<file path="src/rtl/sprite_blitter.sv">
// Sprite blitter: walks a scaled/flipped sprite, fetches texels from a synchronous ROM
// and writes visible, non-transparent pixels to the framebuffer with write-ready stall.
module sprite_blitter #(
  parameter int CORDW      = 10,
  parameter int SPR_WIDTH  = 32,
  parameter int SPR_HEIGHT = 32,
  parameter int SPR_DATAW  = 4,
  parameter int SCALEW     = 3,
  parameter int FB_WIDTH   = 800,
  parameter int FB_HEIGHT  = 600,
  parameter int FB_SHIFT   = 0,
  parameter int ADDRW      = 19,
  parameter int ROM_LAT    = 1,
  parameter logic [SPR_DATAW-1:0] TRANSP = '1,
  localparam int SAW = $clog2(SPR_WIDTH*SPR_HEIGHT)
) (
  input  logic                 clk,
  input  logic                 rst,
  input  logic                 start,
  input  logic [CORDW-1:0]     sx,
  input  logic [CORDW-1:0]     sy,
  input  logic [SCALEW-1:0]    scale_x,
  input  logic [SCALEW-1:0]    scale_y,
  input  logic                 flip_x,
  input  logic                 flip_y,
  output logic                 busy,
  output logic                 done,
  output logic [SAW-1:0]       spr_addr,
  output logic                 spr_en,
  input  logic [SPR_DATAW-1:0] spr_data,
  output logic [ADDRW-1:0]     fb_addr,
  output logic [SPR_DATAW-1:0] fb_pix,
  output logic                 fb_we,
  input  logic                 fb_ready
);

  localparam int TXW = $clog2(SPR_WIDTH);
  localparam int TYW = $clog2(SPR_HEIGHT);
  localparam int WXW = TXW + SCALEW;
  localparam int WYW = TYW + SCALEW;

  localparam logic [1:0] IDLE  = 2'd0;
  localparam logic [1:0] DRAW  = 2'd1;
  localparam logic [1:0] DRAIN = 2'd2;

  logic [1:0]        state;
  logic [CORDW-1:0]  sx_r, sy_r;
  logic [SCALEW-1:0] scx_r, scy_r;
  logic              fx_r, fy_r;
  logic [SCALEW-1:0] cx, cy;
  logic [TXW-1:0]    tx, fx;
  logic [TYW-1:0]    ty, fy;
  logic [WXW-1:0]    wx;
  logic [WYW-1:0]    wy;

  logic [ROM_LAT-1:0] pv, pon;
  logic [ADDRW-1:0]   paddr [ROM_LAT];

  logic             stall, row_end, last_pix, onscreen, pipe_up;
  logic [CORDW:0]   px, py;
  logic [ADDRW-1:0] lin_addr, pix_addr;

  always_comb begin
    busy     = (state == DRAW) || (state == DRAIN);
    fb_we    = pv[ROM_LAT-1] && pon[ROM_LAT-1] && (spr_data != TRANSP);
    fb_addr  = paddr[ROM_LAT-1];
    fb_pix   = pv[ROM_LAT-1] ? spr_data : '0;
    stall    = fb_we && !fb_ready;
    spr_en   = busy && !stall;

    row_end  = (tx == TXW'(SPR_WIDTH-1)) && (cx == scx_r);
    last_pix = row_end && (ty == TYW'(SPR_HEIGHT-1)) && (cy == scy_r);

    fx       = fx_r ? TXW'(SPR_WIDTH-1) - tx : tx;
    fy       = fy_r ? TYW'(SPR_HEIGHT-1) - ty : ty;
    spr_addr = SAW'(fx) + SAW'(fy) * SAW'(SPR_WIDTH);

    // one bit wider than a coordinate so an off-edge pixel cannot wrap back on screen
    px       = (CORDW+1)'(sx_r) + (CORDW+1)'(wx);
    py       = (CORDW+1)'(sy_r) + (CORDW+1)'(wy);
    onscreen = (px < (CORDW+1)'(FB_WIDTH)) && (py < (CORDW+1)'(FB_HEIGHT));

    lin_addr = (ADDRW'(sy_r) + ADDRW'(wy)) * ADDRW'(FB_WIDTH) + ADDRW'(sx_r) + ADDRW'(wx);
    pix_addr = lin_addr >> FB_SHIFT;

    // any valid entry upstream of the output stage keeps DRAIN alive
    pipe_up = 1'b0;
    for (int unsigned i = 0; i + 1 < ROM_LAT; i++) pipe_up = pipe_up | pv[i];
  end

  always_ff @(posedge clk) begin
    if (rst) begin
      state <= IDLE;
      done  <= 1'b0;
      sx_r  <= '0;
      sy_r  <= '0;
      scx_r <= '0;
      scy_r <= '0;
      fx_r  <= 1'b0;
      fy_r  <= 1'b0;
      cx    <= '0;
      cy    <= '0;
      tx    <= '0;
      ty    <= '0;
      wx    <= '0;
      wy    <= '0;
      pv    <= '0;
      pon   <= '0;
      for (int unsigned i = 0; i < ROM_LAT; i++) paddr[i] <= '0;
    end else begin
      done <= 1'b0;

      if (busy && !stall) begin
        pv[0]    <= (state == DRAW);
        pon[0]   <= onscreen;
        paddr[0] <= pix_addr;
        for (int unsigned i = 1; i < ROM_LAT; i++) begin
          pv[i]    <= pv[i-1];
          pon[i]   <= pon[i-1];
          paddr[i] <= paddr[i-1];
        end
      end

      case (state)
        IDLE: begin
          if (start) begin
            sx_r  <= sx;
            sy_r  <= sy;
            scx_r <= scale_x;
            scy_r <= scale_y;
            fx_r  <= flip_x;
            fy_r  <= flip_y;
            cx    <= '0;
            cy    <= '0;
            tx    <= '0;
            ty    <= '0;
            wx    <= '0;
            wy    <= '0;
            state <= DRAW;
          end
        end
        DRAW: begin
          if (!stall) begin
            if (row_end) begin
              cx <= '0;
              tx <= '0;
              wx <= '0;
              wy <= wy + 1'b1;
              if (cy == scy_r) begin
                cy <= '0;
                ty <= ty + 1'b1;
              end else begin
                cy <= cy + 1'b1;
              end
            end else begin
              wx <= wx + 1'b1;
              if (cx == scx_r) begin
                cx <= '0;
                tx <= tx + 1'b1;
              end else begin
                cx <= cx + 1'b1;
              end
            end
            if (last_pix) state <= DRAIN;
          end
        end
        DRAIN: begin
          if (!stall && !pipe_up) begin
            state <= IDLE;
            done  <= 1'b1;
          end
        end
        default: state <= IDLE;
      endcase
    end
  end

endmodule

</file>
<file path="config.mk">
export PLATFORM = sky130hd
export DESIGN_NAME = sprite_blitter
export DESIGN_NICKNAME = d
export VERILOG_FILES = /design/src/rtl/sprite_blitter.sv
export SDC_FILE = /design/constraint.sdc
export NUM_CORES = 1
export LEC_CHECK = 0
export CORE_ASPECT_RATIO = 0.7
export CORE_MARGIN = 1
export CORE_UTILIZATION = 57
export DETAILED_ROUTE_END_ITERATION = 10
export PLACE_DENSITY = 0.86
export REMOVE_ABC_BUFFERS = 1
export SYNTH_ARGS = -nofsm -noshare
export SYNTH_HDL_FRONTEND = slang
export SYNTH_SLANG_ARGS = --single-unit
</file>
<file path="constraint.sdc">
create_clock -name clk -period 5.2 [get_ports clk]
set_input_delay 1.56 -clock clk [delete_from_list [all_inputs] [get_ports clk]]
set_output_delay 1.56 -clock clk [all_outputs]
set_load 0.05 [all_outputs]
</file>
# After elaboration in Yosys (flattened, before gate mapping)
# Memory sizes are Yosys's and may differ from the RTL's.
# Index checks and enable logic that the tools add are counted.
[classes]
add_sub_neg = 14
multipliers = 1
n_lt_le_gt_ge = 2
n_eq_ne = 14
muxes = 41
bitwise_logic = 1
n_reduce_logical = 21
[ops]
columns = ["cell", "count"]
rows = [
  ["2-to-1 mux 5 bit", 9],
  ["2-to-1 mux 8 bit", 5],
  ["adder 10 x 8 -> 11 bit", 3],
  ["case mux 8 bit (2 select lines)", 2],
  ["less-than comparator 11 x 10 -> 1 bit (second input constant)", 2],
  ["2-to-1 mux 3 bit", 7],
  ["case mux 5 bit (2 select lines)", 2],
  ["adder 19 x 10 -> 19 bit", 1],
  ["adder 19 x 8 -> 19 bit", 1],
  ["2-to-1 mux 19 bit", 1],
  ["OR reduction 19 bit", 1],
  ["adder 8 x 1 -> 8 bit (second input constant)", 2],
  ["multiplier 11 x 5 -> 14 bit (second input constant)", 1],
  ["case mux 3 bit (2 select lines)", 2],
  ["AND reduction 4 bit", 3],
  ["adder 5 x 1 -> 5 bit (second input constant)", 2],
  ["adder 5 x 10 -> 10 bit", 1],
  ["== test 5 bit (second input constant)", 2],
  ["inequality test 2 bit (second input constant)", 5],
  ["subtractor 5 bit (first input constant)", 2],
  ["logical AND 1 bit", 8],
  ["2-to-1 mux 2 bit", 4],
  ["2-to-1 mux 1 bit", 7],
  ["adder 3 x 1 -> 3 bit (second input constant)", 2],
  ["17 further kinds", 19],
]
[totals]
reg_bits = 65
ramBits = 19
output_inout_bits = 37
elab_cells = 111
mem_count = 1
[memory_table]
columns = ["memory", "depth", "width", "rd", "rd_ports_with_merged_regs", "write_ports", "line_no", "text"]
rows = [
  ["paddr", 1, 19, 1, 0, 1, "57", "logic [ADDRW-1:0] paddr [ROM_LAT];"],
]

# Depth between registers and ports, before layout
[logic_depth]
depth_word = 10
mapped_depth = 21
ltp_nobuf = 21

# Worst setup path before layout
# No wires, ideal clock.
[synth_timing]
path_type = "register to register"
from = "reg wy[0]"
to = "mem paddr[0][18] (data pin)"
setup_time_ps = 146
arrival_ps = 4637
required_ps = 5054
path_slack_ps = 417
stages_incl_launch_ff = 21
n_path_buf = 0
period_less_slack_ps = 4783
cell_sequence = "dfxtp_1 ha_1 inv_1 fa_1 nor2b_1 o31a_1 o21ai_1 nor2b_1 xnor2_1 ha_1 ha_1 inv_1 fa_1 inv_1 ha_1 or4b_4 nand3_2 and4_4 nand3_2 or3_1 a21oi_1"
[synth_between]
elab_chain_cells = 5
[synth_lines]
columns = ["item", "line_no", "text"]
rows = [
  ["from (decl)", "54", "logic [WYW-1:0] wy;"],
  ["from (signal assigned)", "148", "wy <= wy + 1'b1;"],
  ["adder 10 x 8 -> 11 bit", "83", "lin_addr = (ADDRW'(sy_r) + ADDRW'(wy)) * ADDRW'(FB_WIDTH) + ADDRW'(sx_r) + ADDRW'(wx);"],
  ["multiplier 11 x 5 -> 14 bit", "83", ""],
  ["adder 19 x 10 -> 19 bit", "83", ""],
  ["adder 19 x 8 -> 19 bit", "83", ""],
  ["2-to-1 mux 19 bit (no line)", "-", ""],
  ["to (decl)", "57", ""],
]
# No other way between the ends.

# Worst setup path in the final report
# Ends and elaborated chain as after synthesis.

==> results.ini <==
[run_status]
status=finished, final reports clean

[routing]
drtIter0Drc=268
final_antenna_net_count=0
viasPerCell=5.688
vias=4977
firstDrtPassIters=5
totalWireLength_mm=13.70
avgRoutedWirePerCell_um=15.66
drc=0

[worst_setup_path]
critPathRequiredTime_ps=5410
arrival_ps=5130
start_kind=flop
end_kind=flop
crit_type=flop to flop
crit_path_max_fanout=8

[clocking]
root_buffer=clkbuf_16
cts_max_level=3
clk_latency_ps=350
clockBufferDepth=2
cts_num_sinks=84
cts_buffers=9
cts_tree=built
ctsHoldBuffers=0
clk_pin_slew_ps=60

[finish]
syn2layout_area_growth_pct=20.57
final_area_mm2=0.007091
drive_above_1_share=0.05489
antenna_cells=0
final_cells=875
nets=867

[hold_path]
hp-class=flop to flop

[synthesis]
post_synth.cell_area_avg_um2=8.764
synth-edff-count=19
netlist_instances=671
async_flop_share=0
synthAdderAreaFrac=0.2072
synth_simple_gate_area_share=0.1945
yosysMostFrequentCell=nand2_1
synth_mux_area_frac=0.01043
synth_area_leader_cell=dfxtp_1
synthFlopType=dfxtp_1
ys_seq_area_frac=0.3183
synth_top_family_by_area=adder cells
synth_compound_area_frac=0.1104
synth_area_mm2=0.005881
synth_commonest_cells=nand2_1, ha_1, dfxtp_1, nor2_1, inv_1
synth_cell_types=60
ys_top_cells_by_area=dfxtp_1, ha_1, edfxtp_1
yosys_warnings=0
synth_xor_area_frac=0.1117
yosys.area.top_type_share=0.2213
synth_seq_cells=84

[sta]
max_slew.worst_pin.slew_ps=1080
fin_tns_setup_ps=0
setup_violations=0
fin_skew_ps=5.897
period_share=0.9470
period_needed_ps=4925
drv_slew=0
hold_viol=0
clock.fmax_mhz=203.1
relSlewSlack=0.2798

[placement]
place_inst=856
gp_congestion=0.8679
io_buffer_count=72
post-dp-hpwl_mm=10.23
place_area_mm2=0.006733

[floorplanning]
core.rowCount=30
dieWidth_um=123.4
design.die.area_mm2=0.01073
fp.dieH_um=86.98
io-pin-count=73
initial_core_util=0.5957
core_area_mm2=0.009872

[global_routing]
grt-ovfl-total=0
first_global_vias=4879
grt_pass1_wl_mm=22.07
grt_max_degree=35
antenna_found_initial=0
grt_usage=0.2677

[pwr]
p_per_area_mw_per_mm2=451.5
p_total_uw=3202
peakVddDrop_uv=391.0
p_leak_uw=0.003168

[job]
drv_cap=0

layer usage:
layer / track usage / share of wire / vias to the layer above
met5: 0 / 0 / -
met4: 0.1008 / 0.024 / 0
met3: 0.05890 / 0.054 / 34
met2: 0.4627 / 0.48 / 171
met1: 0.3266 / 0.44 / 2336
li1: - / - / 2436
state kept, by name, summed over array words and instances, names as in the netlist, 2 cells and up:
name	flops
cx	3
cy	3
paddr	19
scx_r	3
scy_r	3
state	2
sx_r	10
sy_r	10
tx	5
ty	5
wx	8
wy	8
kinds of logic after synthesis:
family | count (synthesis)
flip-flops | 84
XOR/XNOR | 75
multiplexers | 6
adder cells (fa/ha/maj) | 89
AO/OA/AOI/OAI | 106
buffers and inverters | 74
AND/OR/NAND/NOR | 237
worst max-delay path: stages (launching register included):
cell and delay [ps]:
dfxtp_2 360, ha_1 170, inv_1 50, fa_1 410, nor2b_1 160, o31a_1 190, o21ai_1 90, nor2b_1 180
xnor2_2 210, ha_1 270, ha_1 290, inv_1 50, fa_1 490, inv_1 40, ha_2 320, or4b_4 550
nand3_2 100, and4_4 240, nand3_2 80, or3_1 390, a21oi_1 120
through the flow:
stage               hold WS (ps)  utilization  setup slack, ps
floorplan                  434.6            -            415.6
global placement           453.7       0.6820            231.7
detailed placement         461.2       0.6820            58.03
CTS                        469.6       0.7136            38.11
global route               494.1       0.7183           -4.836
finish                     469.8       0.7183            275.4
cells in the final DEF (no fill, tap or decap), types with 3 or more instances in the layout:
cell             synthesis  layout
a211oi_1                 5       4
a21o_1                   3       3
a21oi_1                 52      52
a31oi_1                  5       5
and2_1                  11      11
and3_1                   8       8
buf_4                    0       8
clkbuf_16                0      10
clkdlybuf4s50_1          0      71
dfxtp_1                 65      64
edfxtp_1                19      19
fa_1                    14      14
ha_1                    75      74
inv_1                   54      54
mux2i_1                  5       5
nand2_1                 84      84
nand2b_1                 8       8
nand3_1                 11      11
nand3b_1                 3       3
nand4_1                 12      12
nand4b_1                 3       3
nor2_1                  55      55
nor2b_1                  5       5
nor3_1                  17      17
o21a_1                   3       3
o21ai_0                  9       8
o21ai_1                  3       4
o21bai_1                 4       4
or2_2                    5       5
xnor2_1                 30      29
xor2_1                  45      44
worst paths after layout:
check	from	slack [ps]	endpoint	depth (start not counted)
worst max register to register	wy[0]$_SDFFE_PP0P_	280	paddr[0][18]$_SDFFCE_PN0P_	20
worst min register to register	scy_r[1]$_SDFFE_PP0P_	470	scy_r[1]$_SDFFE_PP0P_	2
worst max-delay path	wy[0]$_SDFFE_PP0P_	280	paddr[0][18]$_SDFFCE_PN0P_	20
worst min-delay path	scy_r[1]$_SDFFE_PP0P_	470	scy_r[1]$_SDFFE_PP0P_	2
final cells by class:
cell class	count	area, µm²
Fill cell	737	2781
Clock inverter	5	57.56
Sequential cell	84	1873
Tap cell	128	160.2
Timing Repair Buffer	80	790.8
Inverter	54	202.7
Multi-Input combinational cell	513	3752
Clock buffer	11	254.0
where the power goes:
group	switching (µW)	internal, µW	total (µW)
Combinational	1040	573	1610
Sequential	89.8	819	909
Clock	276	402	678
Total	1410	1790	3200
repair_timing:
| item | in CTS | in global routing |
|---|---|---|
| setup endpoints to repair | 0 | 4 |
| gates resized for setup | 0 | 6 |
| setup buffers | 0 | 3 |
Power figures use the tool's default switching activity.
==> RTL change: new RTL, same flow settings <==
Set the parameter `SCALEW` to 2 (it was 3).
--- a/src/rtl/sprite_blitter.sv
+++ b/src/rtl/sprite_blitter.sv
@@ -6,5 +6,5 @@
   parameter int SPR_HEIGHT = 32,
   parameter int SPR_DATAW  = 4,
-  parameter int SCALEW     = 3,
+  parameter int SCALEW     = 2,
   parameter int FB_WIDTH   = 800,
   parameter int FB_HEIGHT  = 600,
Interface: changed (resized scale_x and scale_y); port bits go from 73 to 71. The function was not compared with the original's and may differ.
==> RTL change against the original RTL <==
Sequential cell count decreased by 6; clock skew rose by 0.0026 ns; final area down 4.1%; area after synthesis down 3.9%; total power shrank 26%; sequential power down 17%; setup slack better by 0.082 ns; global-route usage down 0.19 points; routed wire length down 5.0%; critical endpoint is now paddr[0][16].
==> RTL change: results (changes against the original RTL) <==
- Cell area after placement: 0.006474 mm2 (-3.8%)
- Cell internal power dissipation: 1.464 mW (-18%)
- Worst setup endpoint: paddr[0][16]
- Fraction of layout instances using a drive strength above 1: 4.875% (-0.61 points)
- Post-synthesis share of cell area spent on xor and xnor gates: 9.606% (-1.6 points)
- Sequential standard cell area: 0.001752 mm2 (-6.5%)
- Placed cells: 830 (-3.0%)
- Startpoint of the tightest hold check path: sx_r[0]
- Post-synthesis sequential area ratio: 30.99% (-0.84 points)
- Area contributors post-synth: dfxtp_1, ha_1, edfxtp_1
- Total global routing track utilization: 26.58% (-0.19 points)
- Power share of the combinational group: 40.4% (-10 points)
- Run status: finished, final reports clean
- Grt met1 use: 33.68% (+1.0 points)
- Post-DP HPWL: 9671 um (-5.4%)
- Post-Layout Cell Count: 846 (-3.3%)
- Met3 wirelength from detailed routing: 776 um (+4.0%)
- Worst Tran Pin Value: 1.054 ns (-0.02600 ns)
- Largest net degree at the start of global routing: 28 (-20%)
- Adder-cell share of the synthesized area: 20.32% (-0.40 points)
- GRT met3 Usage: 5.981% (+0.091 points)
- Synth cell count leaders: nand2_1, ha_1, dfxtp_1
- Met2 track demand over resource in global routing: 44.16% (-2.1 points)
- Worst vdd ir: 0.2577 mV (-34%)
- Worst hold slack: 0.4688 ns (-0.0009960 ns)
- Flop-to-flop setup slack: 0.36 ns (+0.08 ns)
-- RTL change: timing repair --
item                                    in CTS  in global routing
endpoints found under the setup margin       0                  3
buffers inserted                             0                  0
gates resized for setup                      0                  3
-- RTL change: final cells by class --
type                            instances  share of cell area (%)
Clock buffer                           13                   3.994
Clock inverter                          3                  0.5890
Inverter                               48                   2.650
Multi-Input combinational cell        501                   53.82
Sequential cell                        78                   25.77
Tap cell                              128                   2.356
Timing Repair Buffer                   75                   10.82
-- RTL change: worst max-delay path: stages (launching register included) --
cell and delay (ns):
dfxtp_1 0.40, ha_1 0.22, inv_1 0.06, fa_1 0.40, xnor2_1 0.35, ha_1 0.31
ha_1 0.30, ha_1 0.32, inv_1 0.07, fa_1 0.53, inv_1 0.04, ha_1 0.37
inv_1 0.10, o22ai_1 0.19, a311oi_1 0.07, buf_4 0.18, nor4_1 0.39, nand2_1 0.10
a21bo_2 0.20
